==> src/rtl/hazard_fwd_ctrl.sv <==
// hazard_fwd_ctrl: forwarding-select, load-use stall and branch-flush control for the
// 5-stage core. Keeps its own EX/MEM/WB shadow copy of register-use metadata.
module hazard_fwd_ctrl #(
   parameter int unsigned REG_AW = 5,
   parameter int unsigned CNT_W  = 16
) (
   input  logic              clk,
   input  logic              rst,
   input  logic              id_valid,
   input  logic [REG_AW-1:0] id_rs1,
   input  logic [REG_AW-1:0] id_rs2,
   input  logic              id_use_rs1,
   input  logic              id_use_rs2,
   input  logic [REG_AW-1:0] id_rd,
   input  logic              id_regwrite,
   input  logic              id_memread,
   input  logic              branch_taken,
   output logic [1:0]        fwd_a_sel,
   output logic [1:0]        fwd_b_sel,
   output logic              stall,
   output logic              flush,
   output logic [CNT_W-1:0]  stall_cnt,
   output logic [CNT_W-1:0]  flush_cnt
);

   localparam logic [1:0] SEL_RF  = 2'b00;
   localparam logic [1:0] SEL_WB  = 2'b01;
   localparam logic [1:0] SEL_MEM = 2'b10;

   typedef struct packed {
      logic              v;
      logic [REG_AW-1:0] rs1;
      logic [REG_AW-1:0] rs2;
      logic              use1;
      logic              use2;
      logic [REG_AW-1:0] rd;
      logic              we;
      logic              mr;
   } ex_meta_t;

   typedef struct packed {
      logic              v;
      logic [REG_AW-1:0] rd;
      logic              we;
      logic              mr;
   } mem_meta_t;

   typedef struct packed {
      logic              v;
      logic [REG_AW-1:0] rd;
      logic              we;
   } wb_meta_t;

   ex_meta_t   ex_q,  ex_d;
   mem_meta_t  mem_q, mem_d;
   wb_meta_t   wb_q,  wb_d;
   logic [CNT_W-1:0] stall_cnt_q, stall_cnt_d;
   logic [CNT_W-1:0] flush_cnt_q, flush_cnt_d;
   logic             raw;

   // A stage produces register r when it is valid, writes, and r is not x0
   function automatic logic produces(input logic v, input logic we,
                                     input logic [REG_AW-1:0] rd,
                                     input logic [REG_AW-1:0] r);
      return v && we && (rd != '0) && (rd == r);
   endfunction

   // Operand forwarding selects: MEM (non-load) beats WB beats regfile
   always_comb begin
      fwd_a_sel = SEL_RF;
      fwd_b_sel = SEL_RF;
      if (ex_q.use1) begin
         if (produces(mem_q.v, mem_q.we, mem_q.rd, ex_q.rs1) && !mem_q.mr) fwd_a_sel = SEL_MEM;
         else if (produces(wb_q.v, wb_q.we, wb_q.rd, ex_q.rs1))           fwd_a_sel = SEL_WB;
      end
      if (ex_q.use2) begin
         if (produces(mem_q.v, mem_q.we, mem_q.rd, ex_q.rs2) && !mem_q.mr) fwd_b_sel = SEL_MEM;
         else if (produces(wb_q.v, wb_q.we, wb_q.rd, ex_q.rs2))           fwd_b_sel = SEL_WB;
      end
   end

   // Load-use detection; a taken branch squashes the consumer so it wins over stall
   always_comb begin
      raw = id_valid && ex_q.v && ex_q.mr && (ex_q.rd != '0) &&
            ((id_use_rs1 && (id_rs1 == ex_q.rd)) || (id_use_rs2 && (id_rs2 == ex_q.rd)));
      flush = branch_taken;
      stall = raw && !branch_taken;
   end

   // Shadow pipeline advance and saturating counter next-state
   always_comb begin
      ex_d  = '0;
      mem_d = '{v: ex_q.v, rd: ex_q.rd, we: ex_q.we, mr: ex_q.mr};
      wb_d  = '{v: mem_q.v, rd: mem_q.rd, we: mem_q.we};
      if (!(flush || stall)) begin
         ex_d = '{v: id_valid, rs1: id_rs1, rs2: id_rs2, use1: id_use_rs1,
                  use2: id_use_rs2, rd: id_rd, we: id_regwrite, mr: id_memread};
      end
      stall_cnt_d = stall_cnt_q;
      flush_cnt_d = flush_cnt_q;
      if (stall && (stall_cnt_q != '1)) stall_cnt_d = stall_cnt_q + CNT_W'(1);
      if (flush && (flush_cnt_q != '1)) flush_cnt_d = flush_cnt_q + CNT_W'(1);
   end

   // State registers; reset discards all in-flight metadata
   always_ff @(posedge clk or posedge rst) begin
      if (rst) begin
         ex_q        <= '0;
         mem_q       <= '0;
         wb_q        <= '0;
         stall_cnt_q <= '0;
         flush_cnt_q <= '0;
      end else begin
         ex_q        <= ex_d;
         mem_q       <= mem_d;
         wb_q        <= wb_d;
         stall_cnt_q <= stall_cnt_d;
         flush_cnt_q <= flush_cnt_d;
      end
   end

   assign stall_cnt = stall_cnt_q;
   assign flush_cnt = flush_cnt_q;

endmodule

==> config.mk <==
export PLATFORM = sky130hd
export DESIGN_NAME = hazard_fwd_ctrl
export DESIGN_NICKNAME = d
export VERILOG_FILES = /design/src/rtl/hazard_fwd_ctrl.sv
export SDC_FILE = /design/constraint.sdc
export NUM_CORES = 1
export LEC_CHECK = 0
export BUFFER_PORTS_ARGS = -buffer_cell sky130_fd_sc_hd__buf_2
export CORE_MARGIN = 4
export CORE_UTILIZATION = 58
export CTS_CLUSTER_DIAMETER = 150
export DETAILED_ROUTE_END_ITERATION = 16
export GPL_TIMING_DRIVEN = 0
export PLACE_DENSITY = 0.93
export SETUP_SLACK_MARGIN = 0.4
export SYNTH_ARGS = -nofsm -noshare
export SYNTH_HDL_FRONTEND = slang
export SYNTH_SLANG_ARGS = --single-unit
==> constraint.sdc <==
create_clock -name clk -period 3.4 [get_ports clk]
set_clock_uncertainty 0.05 [all_clocks]
set_input_delay 0.51 -clock clk [delete_from_list [all_inputs] [get_ports clk]]
set_output_delay 0.51 -clock clk [all_outputs]
set_load 0.005 [all_outputs]
# [Yosys cells after proc, flatten, opt, wreduce, memory -nomap -nowiden]
# Index checks and enable logic that the tools add are counted.
[classes] add_sub_neg=2 n_eq_ne=8 mux=7 n_reduce_logical=26
[op_table] operator="$add 16x1->16 const B" count=2
[op_table] operator="$ne 16x16->1 const B" count=2
[op_table] operator="$eq 5x5->1" count=6
[op_table] operator="$mux 20" count=1
[op_table] operator="$logic_and 1x1->1" count=19
[op_table] operator="$reduce_bool 5->1" count=3
[op_table] operator="$mux 2" count=4
[op_table] operator="$logic_not 1->1" count=2
[op_table] operator="$logic_or 1x1->1" count=2
[op_table] operator="$mux 1" count=2
[word_totals] reg_bits=67 input_bits=23 output_inout_bits=38 word_cells=60

# [Depth between registers and ports, before layout]
# Gate-level depths: netlist of run 1.
[logic_depth] depth_word=7 depth_mapped=7 mapped_depth_nobuf=7

# [Least setup slack after synthesis of run 1]
# OpenSTA, ideal clock, no wires.
[synth_path] path_type="input-to-output" from="in id_rs2[3]" to="out stall" t_arrival_ns=1.499 required_ns=2.840 slack_ns=1.341 stages=5 path_buffers=0 path_cell_list="xor2_1 -> nor4_1 -> nand3_1 -> a21oi_1 -> nor2b_1"
[synth_between] elab_chain_cells=5
[synth_rtl] item="start: declaration" line_no="11" text="input logic [REG_AW-1:0] id_rs2,"
[synth_rtl] item="$eq 5x5->1" line_no="85" text="((id_use_rs1 && (id_rs1 == ex_q.rd)) || (id_use_rs2 && (id_rs2 == ex_q.rd)));"
[synth_rtl] item="$logic_and 1x1->1" line_no="85"
[synth_rtl] item="$logic_or 1x1->1" line_no="85"
[synth_rtl] item="$logic_and 1x1->1" line_no="84" text="raw = id_valid && ex_q.v && ex_q.mr && (ex_q.rd != '0) &&"
[synth_rtl] item="$logic_and 1x1->1" line_no="87" text="stall = raw && !branch_taken;"
[synth_rtl] item="end: declaration" line_no="20" text="output logic stall,"
# Every way passes these cells.

# [Final worst setup path of run 1]
[layout_path] from="reg ex_q[2] (netlist bit)" to="out stall"
[layout_between] elab_chain_cells=5 word_cells_on_any_way=9 cone_classes="2 x eq/ne; 7 x reduce/logical"
[layout_rtl] item="start: declaration" line_no="54" text="ex_meta_t ex_q, ex_d;"
[layout_rtl] item="start signal: assignment" line_no="108" text="ex_q <= '0;"
[layout_rtl] item="start signal: assignment" line_no="114" text="ex_q <= ex_d;"
[layout_rtl] item="$eq 5x5->1" line_no="85"
[layout_rtl] item="$logic_and 1x1->1" line_no="85"
[layout_rtl] item="$logic_or 1x1->1" line_no="85"
[layout_rtl] item="$logic_and 1x1->1 (*)" line_no="84"
[layout_rtl] item="$logic_and 1x1->1 (*)" line_no="87"
# Every way passes the cells marked *; elsewhere a longest branch is shown, timed or not.

==> metrics, run 1 <==
Initial Util=61.17%; DR iter-0 viols=49; Synth Area in XOR/XNOR=17.54%; Yosys top cell area share=56.90%; Worst R2R End=stall_cnt[1]$_DFFE_PP0P_; top_reg_cell synth=dfrtp_1; clock-pin slew on the worst setup and hold paths=70 ps; worst min path class=input port to async pin; die area=0.006285 sq mm; Final Max Tran Viols=0; Non-Filler Instances=395; ys async rst share=100.0%; Sinks on Clock Net=67; Final Cycle Share=81.33%; Setup CP Type=flop to primary output; Post-layout nets=349; Worst Setup EP=stall; num rows=25; largest net degree at the start of global routing=39; Setup TNS=0 ps; top post-synthesis cells by area=dfrtp_1 (57%), xnor2_1 (8.9%), xor2_1 (8.6%), and2_1 (4.9%), nand3_1 (3.4%); register bit count reported by yosys=67; via count=2054; Flop pwr share=53.4%; CTS HTree Levels=3; final setup vio count=0; total grt overflow=0; final setup margin=634.8 ps; complex-gate fraction of the synthesized area=3.142%; GPL Wtd Cong=0.9135; Worst setup EP type=primary output; Post-CTS Hold Buffers=0; Final Hold Fails=0; Cell Int Power=1.302 mW; Post-Place Worst Slack=854.7 ps; I/O Pins=61; DRC viols=0; main combinational cell family by area after synthesis=simple AND/OR/NAND/NOR gates; mux contribution to synthesized area=1.274%; Synth Area in Adders=0.8493%; vias in the first global route=2092; flop-to-flop setup slack=1120 ps; crit path max fanout=4; Die H=79.28 um; YS warnings=0; Die Wd=79.28 um; Post-Synth Simple-Gate Area=19.41%; setup bufs post-CTS=0; P_leak=1.729 nW; NetSw=0.4461 mW; syn_area_per_cell=11.69 sq um; startpoint types=flop; WL per Instance=14.75 um; GRT Total Usage=20.63%; CTS Root Cell=clkbuf_8; Final min period=2765 ps; ANT nets after route=0; r2r worst-path depth=5; initial antenna violation count=0; power per cell area=495.9 mW/mm^2; iteration count of the initial detailed-routing pass=4; dominant cell type by area after synthesis=dfrtp_1; dpl cells=380; Area Growth Syn to Fin=19.66%; Worst-Margin Slew=801.8 ps; CTS Buffer Depth=2; Comb pwr share=12.2%; routed wire length=5.828 mm; cts bufs inserted=9; Max Freq=0.3616 GHz; synthesized instance count=252; run status=complete, no violations; peak supply drop=246.5 uV; first-pass GRT wire length=9.860 mm; Clk pwr share=34.4%; core box area=0.004817 sq mm; r2r startpoint=ex_q[2]$_DFF_PP0_; CP Data Arrival Time=2210 ps; max-cap viol count=0; post-CTS sizing=0; Synth Cell Area=0.002947 sq mm; sequential area share after synthesis=56.90%; most instantiated cells after synthesis=dfrtp_1 (67), xnor2_1 (30), xor2_1 (29); HPWL Detailed=4.309 mm; data required time at the worst endpoint=2840 ps; Sw Ratio=25.51%; CP startpoint=ex_q[2]$_DFF_PP0_; CTS tree=yes; RSZ-0062 raised after global routing=false; antenna fix cells=0; Min Hold Slack=277.8 ps; Port Buf Inserts=60; DR vias/cell=5.200; syn nets=277; EDFF count, synth=0; count leader, synth=dfrtp_1; post-synthesis cell type count=32; layout cell share with drive strength beyond 1=25.61%; Slew headroom=46.47%; clk_lat worst skew=330 ps
-- cells in the final DEF (no fill, tap or decap), types with 2 or more instances in the layout --
cell       n
nor3_1     7
nand2_1   16
dfrtp_1   67
xnor2_1   30
and2_1    23
buf_2     60
nand2b_1   3
ha_1       2
nor4_1     6
or4_1      3
and3_1     3
clkbuf_1   6
clkbuf_8   9
mux2_2     2
nor2_1    11
nand4_1    8
clkinv_2   2
xor2_1    29
a21oi_1    3
nand3_1   20
-- worst min path at each step --
stage,start,to,slack [ps],cells past startpoint
finish,rst,stall_cnt[5]$_DFFE_PP0P_,280,2
global route,ex_q[1]$_DFF_PP0_,mem_q[1]$_DFF_PP0_,310,0
global placement,ex_q[1]$_DFF_PP0_,mem_q[1]$_DFF_PP0_,280,0
CTS,rst,flush_cnt[12]$_DFFE_PP0P_,300,2
detailed placement,ex_q[1]$_DFF_PP0_,mem_q[1]$_DFF_PP0_,290,0
floorplan,ex_q[1]$_DFF_PP0_,mem_q[1]$_DFF_PP0_,280,0
-- cells by family after synthesis --
group           after synthesis
buf+inv                       6
xor+xnor                     59
mux                           3
simple gates                105
fa+ha+maj                     2
flops                        67
compound gates               10
-- power groups by stage --
| stage | Combinational [mW] | Clock, mW | Sequential (mW) |
|---|---|---|---|
| floorplan | 0.127 | 0 | 0.934 |
| global placement | 0.204 | 0 | 0.942 |
| detailed placement | 0.218 | 0 | 0.945 |
| CTS | 0.219 | 0.613 | 0.930 |
| global route | 0.245 | 0.647 | 0.945 |
| finish | 0.214 | 0.602 | 0.933 |
-- critical path: stages (launching register included) --
cell     delay, ps
dfrtp_1        450
xor2_1         190
nor4_1         350
nand3_1        260
a21oi_1        290
nor2b_1        200
buf_2          130
-- state kept, by name, summed over array words and instances (netlist names) --
register / cells
ex_q: 20
mem_q: 8
flush_cnt: 16
stall_cnt: 16
wb_q: 7
-- stage by stage --
stage	power, mW	utilization (%)	cell area, sq um
2_1_floorplan	1.062	-	2947
3_3_place_gp	1.146	69.14	3331
3_5_place_dp	1.163	69.56	3351
4_1_cts	1.762	73.19	3526
5_1_grt	1.837	73.19	3526
6_report	1.748	73.19	3526
-- per-layer routing --
metal  GRT usage (%)  vias up  share of wire, %
met2           33.50       57                51
li1                -      996                 -
met4           8.247        0               1.6
met1           26.62      992                43
met3           5.102        9               4.5
met5               0        -                 0
-- final cells by class --
class / instances / area, sq um
Timing Repair Buffer: 61 / 320.3
Clock inverter: 3 / 40.04
Buffer: 4 / 18.77
Inverter: 2 / 7.507
Clock buffer: 12 / 135.1
Multi-Input combinational cell: 179 / 1244
Tap cell: 67 / 83.83
Fill cell: 341 / 1291
Sequential cell: 67 / 1677
(Power assumes the default switching activity.)
==> run 2, diff against run 1 <==
--- a/config.mk
+++ b/config.mk
@@ -7,11 +7,11 @@
 export LEC_CHECK = 0
 export BUFFER_PORTS_ARGS = -buffer_cell sky130_fd_sc_hd__buf_2
 export CORE_MARGIN = 4
-export CORE_UTILIZATION = 58
+export CORE_UTILIZATION = 54
 export CTS_CLUSTER_DIAMETER = 150
 export DETAILED_ROUTE_END_ITERATION = 16
 export GPL_TIMING_DRIVEN = 0
-export PLACE_DENSITY = 0.93
+export PLACE_DENSITY = 0.88
 export SETUP_SLACK_MARGIN = 0.4
 export SYNTH_ARGS = -nofsm -noshare
 export SYNTH_HDL_FRONTEND = slang
==> constraint.sdc (replaced) <==
create_clock -name clk -period 2.6 [get_ports clk]
set_clock_uncertainty 0.05 [all_clocks]
set_input_delay 0.39 -clock clk [delete_from_list [all_inputs] [get_ports clk]]
set_output_delay 0.39 -clock clk [all_outputs]
set_load 0.005 [all_outputs]
==> run 2 against run 1 <==
Combinational power increased by 51%. Clock power increased by 34%. Die area increased by 6.7%. Global-route usage decreased by 0.28 points. Critical path depth unchanged. First-iteration DRC count increased by 69%. Register-to-register slack got worse by 650 ps. Sequential power increased by 31%. Largest power group unchanged.
==> metrics, run 2 (synthesis results as in run 1) <==
iteration count of the initial detailed-routing pass=4 (unchanged); Slew headroom=48.54% (+2.1 points); routed wire length=6.322 mm (+8.5%); ANT nets after route=0 (unchanged); dpl cells=383 (+0.79%); startpoint types=flop; Sinks on Clock Net=67 (unchanged); run status=complete, no violations; peak supply drop=336.2 uV (+36%); total grt overflow=0 (unchanged); initial antenna violation count=0 (unchanged); Post-Place Worst Slack=364.8 ps (-489.8 ps); crit path max fanout=4 (unchanged); layout cell share with drive strength beyond 1=34.11% (+8.5 points); Largest register FFs=20 (unchanged); Post-layout nets=365 (+4.6%); WL per Instance=15.31 um (+3.7%); RSZ-0062 raised after global routing=true; Port Buf Inserts=60 (unchanged); Max Freq=0.4400 GHz; largest net degree at the start of global routing=37 (-5.1%); clk_lat worst skew=330 ps (about the same); Final Cycle Share=87.41%; met2 Use GR=33.60% (+0.10 points); Worst setup EP type=primary output; fill count=363 (+6.5%); antenna fix cells=0 (unchanged); Final min period=2273 ps; P_leak=1.840 nW (+6.4%); grt met3 use=6.798% (+1.7 points); worst min path class=input port to async pin; Die H=81.87 um (+3.3%); Area Growth Syn to Fin=28.32%; Non-Filler Instances=413 (+4.6%); clock-pin slew on the worst setup and hold paths=70 ps (about the same); CTS HTree Levels=3 (unchanged); Min Hold Slack=140.4 ps (-137.4 ps); I/O Pins=61 (unchanged); HPWL Detailed=4.436 mm (+3.0%); most common cell after layout, fill and taps aside=dfrtp_1; CTS Buffer Depth=2 (unchanged); via count=2155 (+4.9%); GPL Wtd Cong=0.8714 (-4.6%); Initial Util=56.61% (-4.6 points); largest register by flop count=ex_q; global route hottest layer=met2; Core Util, Final=72.64% (-0.55 points); power per cell area=622.7 mW/mm^2 (+26%); GRT Total Usage=20.34% (-0.28 points); Worst-Margin Slew=770.8 ps (-30.95 ps); num rows=26 (+4.0%); die area=0.006703 sq mm (+6.7%); CTS tree=yes; DRC viols=0 (unchanged); vias in the first global route=2168 (+3.6%); DR vias/cell=5.218 (+0.34%); commonest non-fill, non-tap cells in the layout=dfrtp_1 (66), buf_2 (60), xnor2_1 (28), xor2_1 (27), and2_1 (23); Setup CP Type=flop to primary output; Die Wd=81.87 um (+3.3%); Final Max Tran Viols=0 (unchanged); met1 GRT Util=24.58% (-2.0 points); first-pass GRT wire length=10.03 mm (+1.7%); DR iter-0 viols=83 (+69%); Setup TNS=0 ps (unchanged); CTS Root Cell=clkbuf_8; Final Hold Fails=0 (unchanged); max-cap viol count=0 (unchanged); final setup vio count=0 (unchanged); cts bufs inserted=9 (unchanged); CP Data Arrival Time=1830 ps (-380 ps); data required time at the worst endpoint=2160 ps (-680 ps); core box area=0.005205 sq mm (+8.1%); final setup margin=327.4 ps (-307.4 ps)
run 2: through the flow:
step	total power [mW]	cell area, sq um
2_1_floorplan	1.388	2947
3_3_place_gp	1.500	3334
3_5_place_dp	1.525	3354
4_1_cts	2.353	3685
5_1_grt	2.473	3781
6_report	2.354	3781
run 2: timing repair:
item                                    4_1_cts  5_1_grt
setup buffers                                12        4
resized for setup                            10       13
pin swaps                                    16       11
endpoints found under the setup margin        5       27
hold buffers                                  0        0
run 2: area by class of cell:
cell class                      count  area (sq um)  area share (%)
Sequential cell                    67          1678           44.37
Multi-Input combinational cell    179          1353           35.77
Timing Repair Buffer               77         452.9           11.98
Clock buffer                       11         141.4           3.739
Tap cell                           70         87.58           2.316
Clock inverter                      3         40.04           1.059
Buffer                              4         21.27          0.5625
Inverter                            2         7.507          0.1985
run 2: routing by layer:
metal	share of wire [%]	vias up
met2	52	63
met4	1.5	0
met1	41	1052
met5	0	-
li1	-	1030
met3	5.5	10
run 2: critical path, cell delays in order (launching register included):
cell	delay [ps]
dfrtp_2	440
xor2_2	170
nor4_4	310
nand3_2	140
a21oi_2	180
nor2b_2	160
buf_2	120
run 2: power by group:
part | total, mW | leakage (nW) | internal [mW] | switching, mW
clock | 0.809 | 0.0950 | 0.455 | 0.354
sequential | 1.22 | 0.885 | 1.12 | 0.0982
combinational | 0.324 | 0.860 | 0.165 | 0.159
total | 2.35 | 1.84 | 1.74 | 0.611
run 2: worst paths after layout:
| kind | start | endpoint | slack [ps] | cells after the start |
|---|---|---|---|---|
| worst max-delay path | ex_q[5]$_DFF_PP0_ | stall | 330 | 6 |
| max in group asynchronous | rst | wb_q[5]$_DFF_PP0_ | 1730 | 3 |
| min in group clk | id_rd[1] | ex_q[3]$_DFF_PP0_ | 220 | 2 |
| worst min register to register | ex_q[1]$_DFF_PP0_ | mem_q[1]$_DFF_PP0_ | 310 | 0 |
| worst min-delay path | rst | flush_cnt[11]$_DFFE_PP0P_ | 140 | 2 |
| worst max register to register | ex_q[3]$_DFF_PP0_ | stall_cnt[1]$_DFFE_PP0P_ | 470 | 6 |
==> run 3, diff against run 2 <==
--- a/config.mk
+++ b/config.mk
@@ -5,13 +5,14 @@
 export SDC_FILE = /design/constraint.sdc
 export NUM_CORES = 1
 export LEC_CHECK = 0
+export ABC_AREA = 1
 export BUFFER_PORTS_ARGS = -buffer_cell sky130_fd_sc_hd__buf_2
 export CORE_MARGIN = 4
-export CORE_UTILIZATION = 54
+export CORE_UTILIZATION = 56
 export CTS_CLUSTER_DIAMETER = 150
 export DETAILED_ROUTE_END_ITERATION = 16
 export GPL_TIMING_DRIVEN = 0
-export PLACE_DENSITY = 0.88
+export PLACE_DENSITY = 0.89
 export SETUP_SLACK_MARGIN = 0.4
 export SYNTH_ARGS = -nofsm -noshare
 export SYNTH_HDL_FRONTEND = slang
==> run 3 against run 2 <==
Clock power is 5.1% higher. Critical path depth is 3 higher. Register-to-register slack better by 300 ps. Via count is 39% higher. Area after synthesis is 16% higher. Final cell count is 42% higher. Sequential power hardly changed. Combinational power is 7.1% higher. Utilization is 4.5 points lower. Power is 2.3% higher. Flip-flop and latch count stayed put. Global-route usage is 2.0 points higher.
==> metrics, run 3 <==
run status=complete, no violations; most instantiated cells after synthesis=nand2_1 (130), dfrtp_1 (67), inv_1 (64); CP startpoint=ex_q[5]$_DFF_PP0_; peak supply drop=377.7 uV (+12%); commonest non-fill, non-tap cells in the layout=nand2_1 (130), dfrtp_1 (66), buf_2 (64), inv_1 (63), nor2_1 (56); ANT nets after route=0 (unchanged); Setup CP Type=flop to primary output; r2r startpoint=stall_cnt[0]$_DFFE_PP0P_; sequential area share after synthesis=49.03% (-7.9 points); register bit count reported by yosys=67 (unchanged); GPL Wtd Cong=0.9091 (+4.3%); Largest register FFs=20 (unchanged); crit path max fanout=4 (unchanged); layout cell share with drive strength beyond 1=18.71% (-15 points); Worst R2R End=stall_cnt[0]$_DFFE_PP0P_; YS warnings=0 (unchanged); Post-layout nets=533 (+46%); clk_lat worst skew=330 ps (about the same); syn_area_per_cell=7.843 sq um (-33%); dominant cell type by area after synthesis=dfrtp_1; data required time at the worst endpoint=2160 ps (about the same); synthesized instance count=436 (+73%); global route hottest layer=met2; Core Util, Final=68.17% (-4.5 points); antenna fix cells=0 (unchanged); initial antenna violation count=0 (unchanged); Post-Place Worst Slack=760.9 ps (+396.0 ps); Post-CTS Hold Buffers=0 (unchanged); Max Freq=0.4858 GHz (+10%); startpoint types=flop; flop-to-flop setup slack=770 ps (+300 ps); fill count=485 (+34%); top_reg_cell synth=dfrtp_1; largest register by flop count=ex_q; most common cell after layout, fill and taps aside=nand2_1; count leader, synth=nand2_1; Non-Filler Instances=588 (+42%); Final Max Tran Viols=0 (unchanged); Area Growth Syn to Fin=18.04%; I/O Pins=61 (unchanged); EDFF count, synth=0 (unchanged); Final min period=2059 ps (-214.0 ps); Worst-Margin Slew=501.9 ps (-268.9 ps); Slew headroom=66.49% (+18 points); CTS Root Cell=clkbuf_8; Die H=86.14 um (+5.2%); Port Buf Inserts=60 (unchanged); largest net degree at the start of global routing=47 (+27%); met1 GRT Util=28.37% (+3.8 points); CP max stage cell=dfrtp_1; Largest stage delay, worst path=400 ps (-40 ps); cts bufs inserted=9 (unchanged); num rows=28 (+7.7%); Die Wd=86.14 um (+5.2%); post-synthesis cell type count=28 (-13%); top post-synthesis cells by area=dfrtp_1 (49%), nand2_1 (14%), inv_1 (7.0%), nor2_1 (6.1%), xor2_1 (5.1%); DR vias/cell=5.092 (-2.4%); r2r worst-path depth=8 (+2); CTS tree=yes; setup bufs post-CTS=0 (-12); first-pass GRT wire length=12.97 mm (+29%); GRT Total Usage=22.36% (+2.0 points); routed wire length=7.639 mm (+21%); CP Data Arrival Time=1620 ps (-210 ps); HPWL Detailed=5.785 mm (+30%); Worst setup EP type=primary output; met2 Use GR=36.16% (+2.6 points); Final Hold Fails=0 (unchanged); Setup TNS=0 ps (unchanged); final setup margin=541.4 ps (+214.0 ps); P_leak=2.246 nW (+22%); Initial Util=57.76% (+1.1 points); CTS HTree Levels=3 (unchanged); dpl cells=572 (+49%); iteration count of the initial detailed-routing pass=5 (+1); Min Hold Slack=28.22 ps (-112.2 ps); die area=0.007420 sq mm (+11%); DR iter-0 viols=226 (+170%); ys async rst share=100.0% (unchanged); worst min path class=input port to async pin; WL per Instance=12.99 um (-15%); via count=2994 (+39%); final setup vio count=0 (unchanged); grt met3 use=4.995% (-1.8 points); Final Cycle Share=79.18% (-8.2 points); total grt overflow=0 (unchanged); syn nets=461 (+66%); power per cell area=596.9 mW/mm^2 (-4.1%); Sinks on Clock Net=67 (unchanged); max-cap viol count=0 (unchanged); CP cell instances=inv_1 -> nand2_1 -> nand2_1 -> nor2_1 -> nand3_1 -> nand2_2 -> nand3_2 -> inv_1 -> buf_2; RSZ-0062 raised after global routing=false; vias in the first global route=2936 (+35%); Yosys top cell area share=49.03% (-7.9 points); core box area=0.005921 sq mm (+14%); clock-pin slew on the worst setup and hold paths=70 ps (about the same); CTS Buffer Depth=2 (unchanged); Synth Cell Area=0.003420 sq mm (+16%); DRC viols=0 (unchanged)
==> run 3: cell types whose count changed after synthesis, sizes merged, moves of 9 or more <==
cell,previous run,this run
and2,23,0
inv,2,68
nand2,16,132
nor2,11,57
xnor2,30,16
xor2,29,20
==> run 3: power by group <==
part	switching [mW]	total (mW)	leakage, nW	internal (mW)
logic	0.196	0.347	1.28	0.151
clock network	0.382	0.850	0.0926	0.468
registers	0.0842	1.21	0.879	1.13
==> run 3: worst max-delay path, delay by kind of cell (launching register included) <==
kind | cells | cell delay [ps]
and+or+nand+nor | 6 | 600
DFF | 1 | 400
buffers and inverters | 3 | 290
==> run 3: worst max path at each step <==
stage,endpoint
6_report,stall
5_1_grt,stall
4_1_cts,fwd_a_sel[0]
3_5_place_dp,stall_cnt[0]$_DFFE_PP0P_
3_3_place_gp,wb_q[4]$_DFF_PP0_
2_1_floorplan,ex_q[0]$_DFF_PP0_
==> run 3: area by class of cell <==
| type | instances | area [sq um] | area share (%) |
|---|---|---|---|
| buffer | 6 | 38.79 | 0.9609 |
| inverter | 68 | 255.2 | 6.324 |
| sequential | 67 | 1678 | 41.57 |
| timing repair buffer | 61 | 320.3 | 7.936 |
| multi-input combinational | 295 | 1455 | 36.05 |
| tap | 75 | 93.84 | 2.325 |
| clock buffer | 12 | 145.1 | 3.596 |
| clock inverter | 4 | 50.05 | 1.240 |
==> run 3: repair_timing <==
item | in CTS | in global routing
endpoints found under the setup margin | 0 | 3
hold endpoints to repair | 0 | 0
gates resized for setup | 0 | 2
==> run 3: logic make-up after synthesis <==
logic type / synth area share, %
and+or+nand+nor: 30.37
xor gates and xnor gates: 9.221
buffers and inverters: 8.599
DFF: 49.03
adders and majority gates: 0.7317
AOI/OAI and AO/OA: 2.049
==> run 3: per-layer routing <==
metal / up-vias / wire, um / share of wire [%]
li1: 1471 / - / -
met1: 1403 / 3264 / 43
met2: 98 / 3738 / 49
met3: 22 / 417 / 5.5
met4: 0 / 218 / 2.9
met5: - / 0 / 0
==> run 3: through the flow <==
stage | total power, mW | area [sq um]
floorplan | 1.434 | 3420
global placement | 1.553 | 3814
detailed placement | 1.579 | 3834
CTS | 2.429 | 4029
global route | 2.552 | 4036
finish | 2.409 | 4036
